`src/rtl/simple_dualportram_arbiter.sv`:
```
// Round-robin arbiter sharing one RAM access port between two req/done requesters.
// Each grant becomes a single write or read; out-of-range addresses complete with err and never reach the RAM.
module simple_dualportram_arbiter #(
  parameter int WIDTH = 32,
  parameter int DEPTH = 10,
  parameter int WORDS = 1024
) (
  input  logic             clk,
  input  logic             reset,
  input  logic             req0,
  input  logic             req1,
  input  logic             we0,
  input  logic             we1,
  input  logic [31:0]      addr0,
  input  logic [31:0]      addr1,
  input  logic [WIDTH-1:0] wdata0,
  input  logic [WIDTH-1:0] wdata1,
  output logic [WIDTH-1:0] rdata0,
  output logic [WIDTH-1:0] rdata1,
  output logic             done0,
  output logic             done1,
  output logic             err0,
  output logic             err1,
  output logic [31:0]      mem_address,
  output logic [WIDTH-1:0] mem_din,
  output logic             mem_we,
  output logic             mem_oe,
  input  logic [WIDTH-1:0] mem_dout
);

  localparam logic [1:0] S_IDLE   = 2'd0;
  localparam logic [1:0] S_ISSUE  = 2'd1;
  localparam logic [1:0] S_RDWAIT = 2'd2;

  // Never let an address past the physical RAM through, even if WORDS is misconfigured.
  localparam logic [63:0] RAM_SPAN = 64'd1 << DEPTH;
  localparam logic [63:0] LIMIT    = (64'(WORDS) < RAM_SPAN) ? 64'(WORDS) : RAM_SPAN;

  function automatic logic addr_in_range(input logic [31:0] a);
    return {32'd0, a} < LIMIT;
  endfunction

  logic [1:0]       state;
  logic             last;
  logic             gnt_port;
  logic             gnt_we;
  logic             gnt_oor;

  logic             elig0;
  logic             elig1;
  logic             pick;
  logic             pick_we;
  logic             pick_ok;
  logic [31:0]      pick_addr;
  logic [WIDTH-1:0] pick_wdata;

  // A requester still showing done is lowering req, so it must not be re-granted yet.
  always_comb begin
    elig0      = req0 && !done0;
    elig1      = req1 && !done1;
    pick       = (elig0 && elig1) ? !last : elig1;
    pick_we    = pick ? we1 : we0;
    pick_addr  = pick ? addr1 : addr0;
    pick_wdata = pick ? wdata1 : wdata0;
    pick_ok    = addr_in_range(pick_addr);
  end

  always_ff @(posedge clk or negedge reset) begin
    if (!reset) begin
      state       <= S_IDLE;
      last        <= 1'b1;
      gnt_port    <= 1'b0;
      gnt_we      <= 1'b0;
      gnt_oor     <= 1'b0;
      rdata0      <= '0;
      rdata1      <= '0;
      done0       <= 1'b0;
      done1       <= 1'b0;
      err0        <= 1'b0;
      err1        <= 1'b0;
      mem_address <= '0;
      mem_din     <= '0;
      mem_we      <= 1'b0;
      mem_oe      <= 1'b0;
    end else begin
      done0  <= 1'b0;
      done1  <= 1'b0;
      err0   <= 1'b0;
      err1   <= 1'b0;
      mem_we <= 1'b0;
      mem_oe <= 1'b0;
      case (state)
        S_IDLE: begin
          if (elig0 || elig1) begin
            gnt_port    <= pick;
            gnt_we      <= pick_we;
            gnt_oor     <= !pick_ok;
            last        <= pick;
            mem_address <= pick_addr;
            mem_din     <= pick_wdata;
            mem_we      <= pick_we && pick_ok;
            mem_oe      <= !pick_we && pick_ok;
            state       <= S_ISSUE;
          end
        end
        S_ISSUE: begin
          if (!gnt_oor && !gnt_we) begin
            state <= S_RDWAIT;
          end else begin
            state <= S_IDLE;
            if (gnt_port) begin
              done1 <= 1'b1;
              err1  <= gnt_oor;
            end else begin
              done0 <= 1'b1;
              err0  <= gnt_oor;
            end
          end
        end
        S_RDWAIT: begin
          state <= S_IDLE;
          if (gnt_port) begin
            rdata1 <= mem_dout;
            done1  <= 1'b1;
          end else begin
            rdata0 <= mem_dout;
            done0  <= 1'b1;
          end
        end
        default: state <= S_IDLE;
      endcase
    end
  end

endmodule

```
`config.mk`:
```
export PLATFORM = sky130hd
export DESIGN_NAME = simple_dualportram_arbiter
export DESIGN_NICKNAME = d
export VERILOG_FILES = /design/src/rtl/simple_dualportram_arbiter.sv
export SDC_FILE = /design/constraint.sdc
export NUM_CORES = 1
export LEC_CHECK = 0
export CORE_MARGIN = 1
export CORE_UTILIZATION = 43
export CTS_BUF_LIST = sky130_fd_sc_hd__clkbuf_8 sky130_fd_sc_hd__clkbuf_16
export DETAILED_ROUTE_END_ITERATION = 8
export PLACE_DENSITY = 0.92
export SYNTH_ARGS = -nofsm -noshare
export SYNTH_HDL_FRONTEND = slang
export SYNTH_SLANG_ARGS = --single-unit
```
`constraint.sdc`:
```
create_clock -name clk -period 4.65 [get_ports clk]
set_clock_uncertainty 0.15 [all_clocks]
set_input_delay 0.6975 -clock clk [delete_from_list [all_inputs] [get_ports clk]]
set_output_delay 0.6975 -clock clk [all_outputs]
set_load 0.005 [all_outputs]
```
Yosys cells after proc, flatten, opt, wreduce, memory -nomap -nowiden
Index checks and enable logic that the tools add are counted.
{ "totals": {"mem_bits_ro": 0, "latch_bits": 0, "word_cells": 61, "mem_count": 0, "mem_bits_rw": 0, "out_inout_bits": 134, "reg_bits": 140, "inputBits": 166} }
{ "op_classes": {"magnitude_cmp": 1, "n_reduce_logical": 18, "div": 0, "addsub": 0, "shifts": 0, "mul": 0, "n_eq_ne": 3, "muxes": 23, "bitwise": 1} }
{ "ops": {"columns": ["operator", "count"], "rows": [
  ["$mux 32", 2],
  ["$lt 32x11->1 const B", 1],
  ["$mux 1", 16],
  ["$logic_not 1->1", 7],
  ["$logic_and 1x1->1", 6],
  ["$reduce_and 2->1", 3],
  ["$mux 2", 2],
  ["$pmux 1 s2", 2],
  ["$pmux 2 s2", 1],
  ["$eq 2x1->1 const B", 1],
  ["$eq 2x2->1 const B", 1],
  ["$logic_not 2->1", 1],
  ["$ne 2x2->1 const B", 1],
  ["$logic_or 1x1->1", 1],
  ["$not 1->1", 1]
]} }

Longest topological paths before layout
{ "logic_depth": {"ltp_word": 9, "depth_mapped": 8, "mapped_depth_nobuf": 5} }

Worst setup path after synthesis
Ideal clock, no wire load.
{ "synth_timing": {"kind": "input-to-reg", "startpoint": "in req0", "endpoint": "reg mem_address[21]", "required_ns": 4.381, "setup_time_ns": 0.119, "path_slack_ns": 2.715, "arrival_time_ns": 1.667, "path_buffers": 3, "cell_stages": 7, "path_cell_list": "nor2b_4 > nand2b_4 > and2_1 > buf_4 > buf_6 > buf_4 > o21a_1"} }
{ "synth_via": {"elab_chain_cells": 4, "elab_cells_between_ends": 6, "classes_between": "mux (2); reduce/logical (4)"} }
{ "synth_lines": {"columns": ["element", "line", "rtl"], "rows": [
  ["start, declared", "10", "input logic req0,"],
  ["$logic_and 1x1->1 *", "59", "elig0 = req0 && !done0;"],
  ["$logic_and 1x1->1", "61", "pick = (elig0 && elig1) ? !last : elig1;"],
  ["$mux 1", "61", null],
  ["$mux 32", "63", "pick_addr = pick ? addr1 : addr0;"],
  ["end signal, assigned", "99", "mem_address <= pick_addr;"],
  ["end, declared", "24", "output logic [31:0] mem_address,"]
]} }
Mark *: on every way between the ends. The rest lies on a longest branch, timed or not.
A chain may end at the register's enable or synchronous reset.

Final worst setup path
{ "layout_timing": {"startpoint": "in req0", "endpoint": "reg mem_address[0]"} }
The elaborated chain is that of the path after synthesis.

==> key figures <==
Status
  – Status: finished clean

Timing
  – Final hold vios: 0
  – Setup TNS: 0 ps
  – Setup violations, final: 0
  – Final hold slack: 150 ps
  – Worst slew pin tran: 1040 ps
  – Max Fclk: 0.384 GHz
  – Slew HR: 30.8%
  – RSZ-0062 raised after global routing: no
  – Max-slew violation count: 0
  – Crit share post-route: 56.0%
  – Min cycle time layout: 2600 ps
  – Final worst setup slack: 2050 ps

Critical path
  – CP max FO: 61
  – Crit-path slowest cell: and2_4
  – Worst-path cell chain: clkdlybuf4s50_1 -> nor2b_4 -> nand2b_4 -> and2_4 -> buf_4 -> nor2_1 -> a31oi_1
  – Required @ worst endpoint: 4830 ps
  – Worst setup EP type: register
  – Max incr delay on CP: 550 ps
  – Worst Setup Path Type: primary input to register
  – CP startpoint kind: primary input
  – CP Data Arrival Time: 2780 ps

Synth
  – Post-synth EDFFs: 0
  – Mapped Cells: 556
  – Top post-synthesis cells by count: dfrtp_1 (139), nand2_1 (137), nor2_1 (73), a31oi_1 (64), mux2_2 (64)
  – Mean Syn Cell Area: 10.6 µm²
  – Post-synth cell types: 33
  – Net Count, Synth: 725
  – Sequential fraction of the synthesis area: 59.5%
  – Asr flop ratio synth: 100%
  – Top cell type's share of synthesized area: 59.0%
  – Cell Area, Synth: 5890 µm²
  – Warnings, synthesis: 0
  – Register bit total from synthesis: 140
  – Largest cells by area after synthesis: dfrtp_1 (59%), mux2_2 (12%), nand2_1 (8.7%)
  – Most used standard cell by instance count after synthesis: dfrtp_1
  – Top FF cell, synth: dfrtp_1
  – Area leader, netlist: dfrtp_1

Global routing
  – GR Overflow Total: 0
  – Largest net degree at the start of global routing: 74
  – Tot GR Track Use: 26.0%
  – First-pass GRT wire length: 28.4 mm
  – Vias in the first global route: 5,396
  – Initial antenna violation count: 0

Final layout
  – Area of the multi-input gates: 2200 µm²
  – Design area: 9610 µm²
  – Non-Filler Instances: 1,035
  – Fillers: 910
  – Share of cells above drive strength 1: 13.2%
  – Register Area: 3500 µm²
  – Antenna cells: 0
  – Area growth from synthesis to layout: 63.0%
  – Final nets: 1,015

Detailed routing
  – DR vias/cell: 5.12
  – Wire per inst: 17.2 µm
  – DRT antenna net count: 0
  – Vias: 5,298
  – Post-route DRC: 0
  – Total Wirelength: 17.8 mm
  – WL met2: 8.89 mm
  – Max Used Layer: met4
  – M1 wire length: 7.08 mm
  – Drt first pass iters: 4
  – Met3 WL post-DR: 1.32 mm
  – Initial DRC count: 327

Power
  – Net Sw Frac: 31.1%
  – Logic pwr share: 38.6%
  – Sw Pwr: 0.00166 W
  – Clk pwr share: 25.3%
  – Leakage: 4.08 nW
  – Sequential share of power: 36.1%
  – Int Pwr: 0.00369 W
  – VDD IR max: 0.310 mV
  – Pwr dens: 558 nW/µm²

CTS
  – Max H-tree Level: 4
  – Hold_buf cts: 0
  – CTS Sinks: 140
  – Clk slew on worst S/H paths: 60 ps
  – CTS tree: built
  – Setup bufs post-CTS: 0
  – Skew-Pair Late Insertion Delay: 410 ps
  – Maximum root-to-sink buffer count: 2
  – CTS Root Cell: clkbuf_16
  – TritonCTS buffer count: 17
  – Post-cts resize count: 0

Placed design
  – Post-DP Area: 9000 µm²
  – Port Buffers: 299
  – Setup WS pre-CTS: 1640 ps
  – Placed Cells: 1,003
  – Final HPWL DP: 12.9 mm
  – Final GP Congestion: 0.826

Min path
  – Class of the worst hold path: primary input to async pin

Run
  – Maxcap violations: 0

Die
  – # IOs: 300
  – Die Height: 119 µm
  – Std-Cell Rows: 42
  – Initial Util: 44.3%
  – Die area: 14,200 µm²
  – Core Area: 13,300 µm²
  – DIE WIDTH: 119 µm
-- stage by stage --
step,utilization (%),power [W]
6_report,72.2,0.00536
5_1_grt,72.2,0.00569
4_1_cts,72.2,0.00540
3_5_place_dp,67.7,0.00401
3_3_place_gp,67.7,0.00393
2_1_floorplan,-,0.00278
-- registers in the layout (all words and copies together), names as in the netlist, 2 cells and up --
register     count
state            2
mem_address     32
rdata0          32
mem_din         32
rdata1          32
-- cells in the final DEF, fill, tap and decap left out, types with 2 or more instances in the layout --
cell             Yosys  layout
clkbuf_16            0      17
clkbuf_8             0       3
nand2_1            137     137
nand4_1              2       2
nor2_1              73      73
clkinv_2             0       2
nand2b_1             2       2
nor4_1               8       8
inv_6                0       3
buf_4                5       7
nor3_1               4       4
and3_1               2       2
clkdlybuf4s50_1      0     298
dfrtp_1            139     139
bufinv_16            0       2
clkinvlp_4           0       5
mux2_2              64      64
ha_1                 3       3
a31oi_1             64      64
inv_1                4       4
-- power groups by stage --
stage	registers [W]	logic, W	clock network, W
floorplan	0.00194	0.000846	0
global placement	0.00192	0.00201	0
detailed placement	0.00194	0.00207	0
CTS	0.00194	0.00209	0.00138
global route	0.00198	0.00226	0.00144
finish	0.00194	0.00207	0.00136
-- layout make-up --
class / instances / area share [%]
Inverter: 4 / 0.156
Clock buffer: 20 / 4.86
Tap cell: 176 / 2.29
Multi-Input combinational cell: 376 / 22.9
Clock inverter: 12 / 1.39
Timing Repair Buffer: 307 / 31.9
Sequential cell: 140 / 36.5
-- critical path: cells and delay by family --
kind,cells,cell delay [ps]
compound gates,1,160
simple gates,4,990
buf+inv,2,910
-- kinds of logic after synthesis --
group                    share of synthesized area, %
AND/OR/NAND/NOR                                  16.2
flip-flops                                       59.5
AO/OA/AOI/OAI                                    7.98
multiplexers                                     12.2
buffers and inverters                            3.46
adder cells (fa/ha/maj)                         0.637
-- worst paths after layout --
| path | from | endpoint | slack [ps] | cells past startpoint |
|---|---|---|---|---|
| max | req0 | mem_address[0] | 2050 | 7 |
| min | reset | mem_address[13] | 150 | 1 |
| max reg2reg | done1 | mem_we | 2370 | 5 |
| min reg2reg | mem_address[21] | mem_address[21] | 350 | 1 |
| max in group asynchronous | reset | rdata0[27] | 3210 | 2 |
| min in group clk | mem_address[21] | mem_address[21] | 350 | 1 |
-- layer usage --
metal / vias up / track usage, %
li1: 2482 / -
met1: 2527 / 30.9
met2: 253 / 44.4
met3: 36 / 6.94
met4: 0 / 11.2
met5: - / 0
Note: power is estimated with default switching activity, not from simulation.
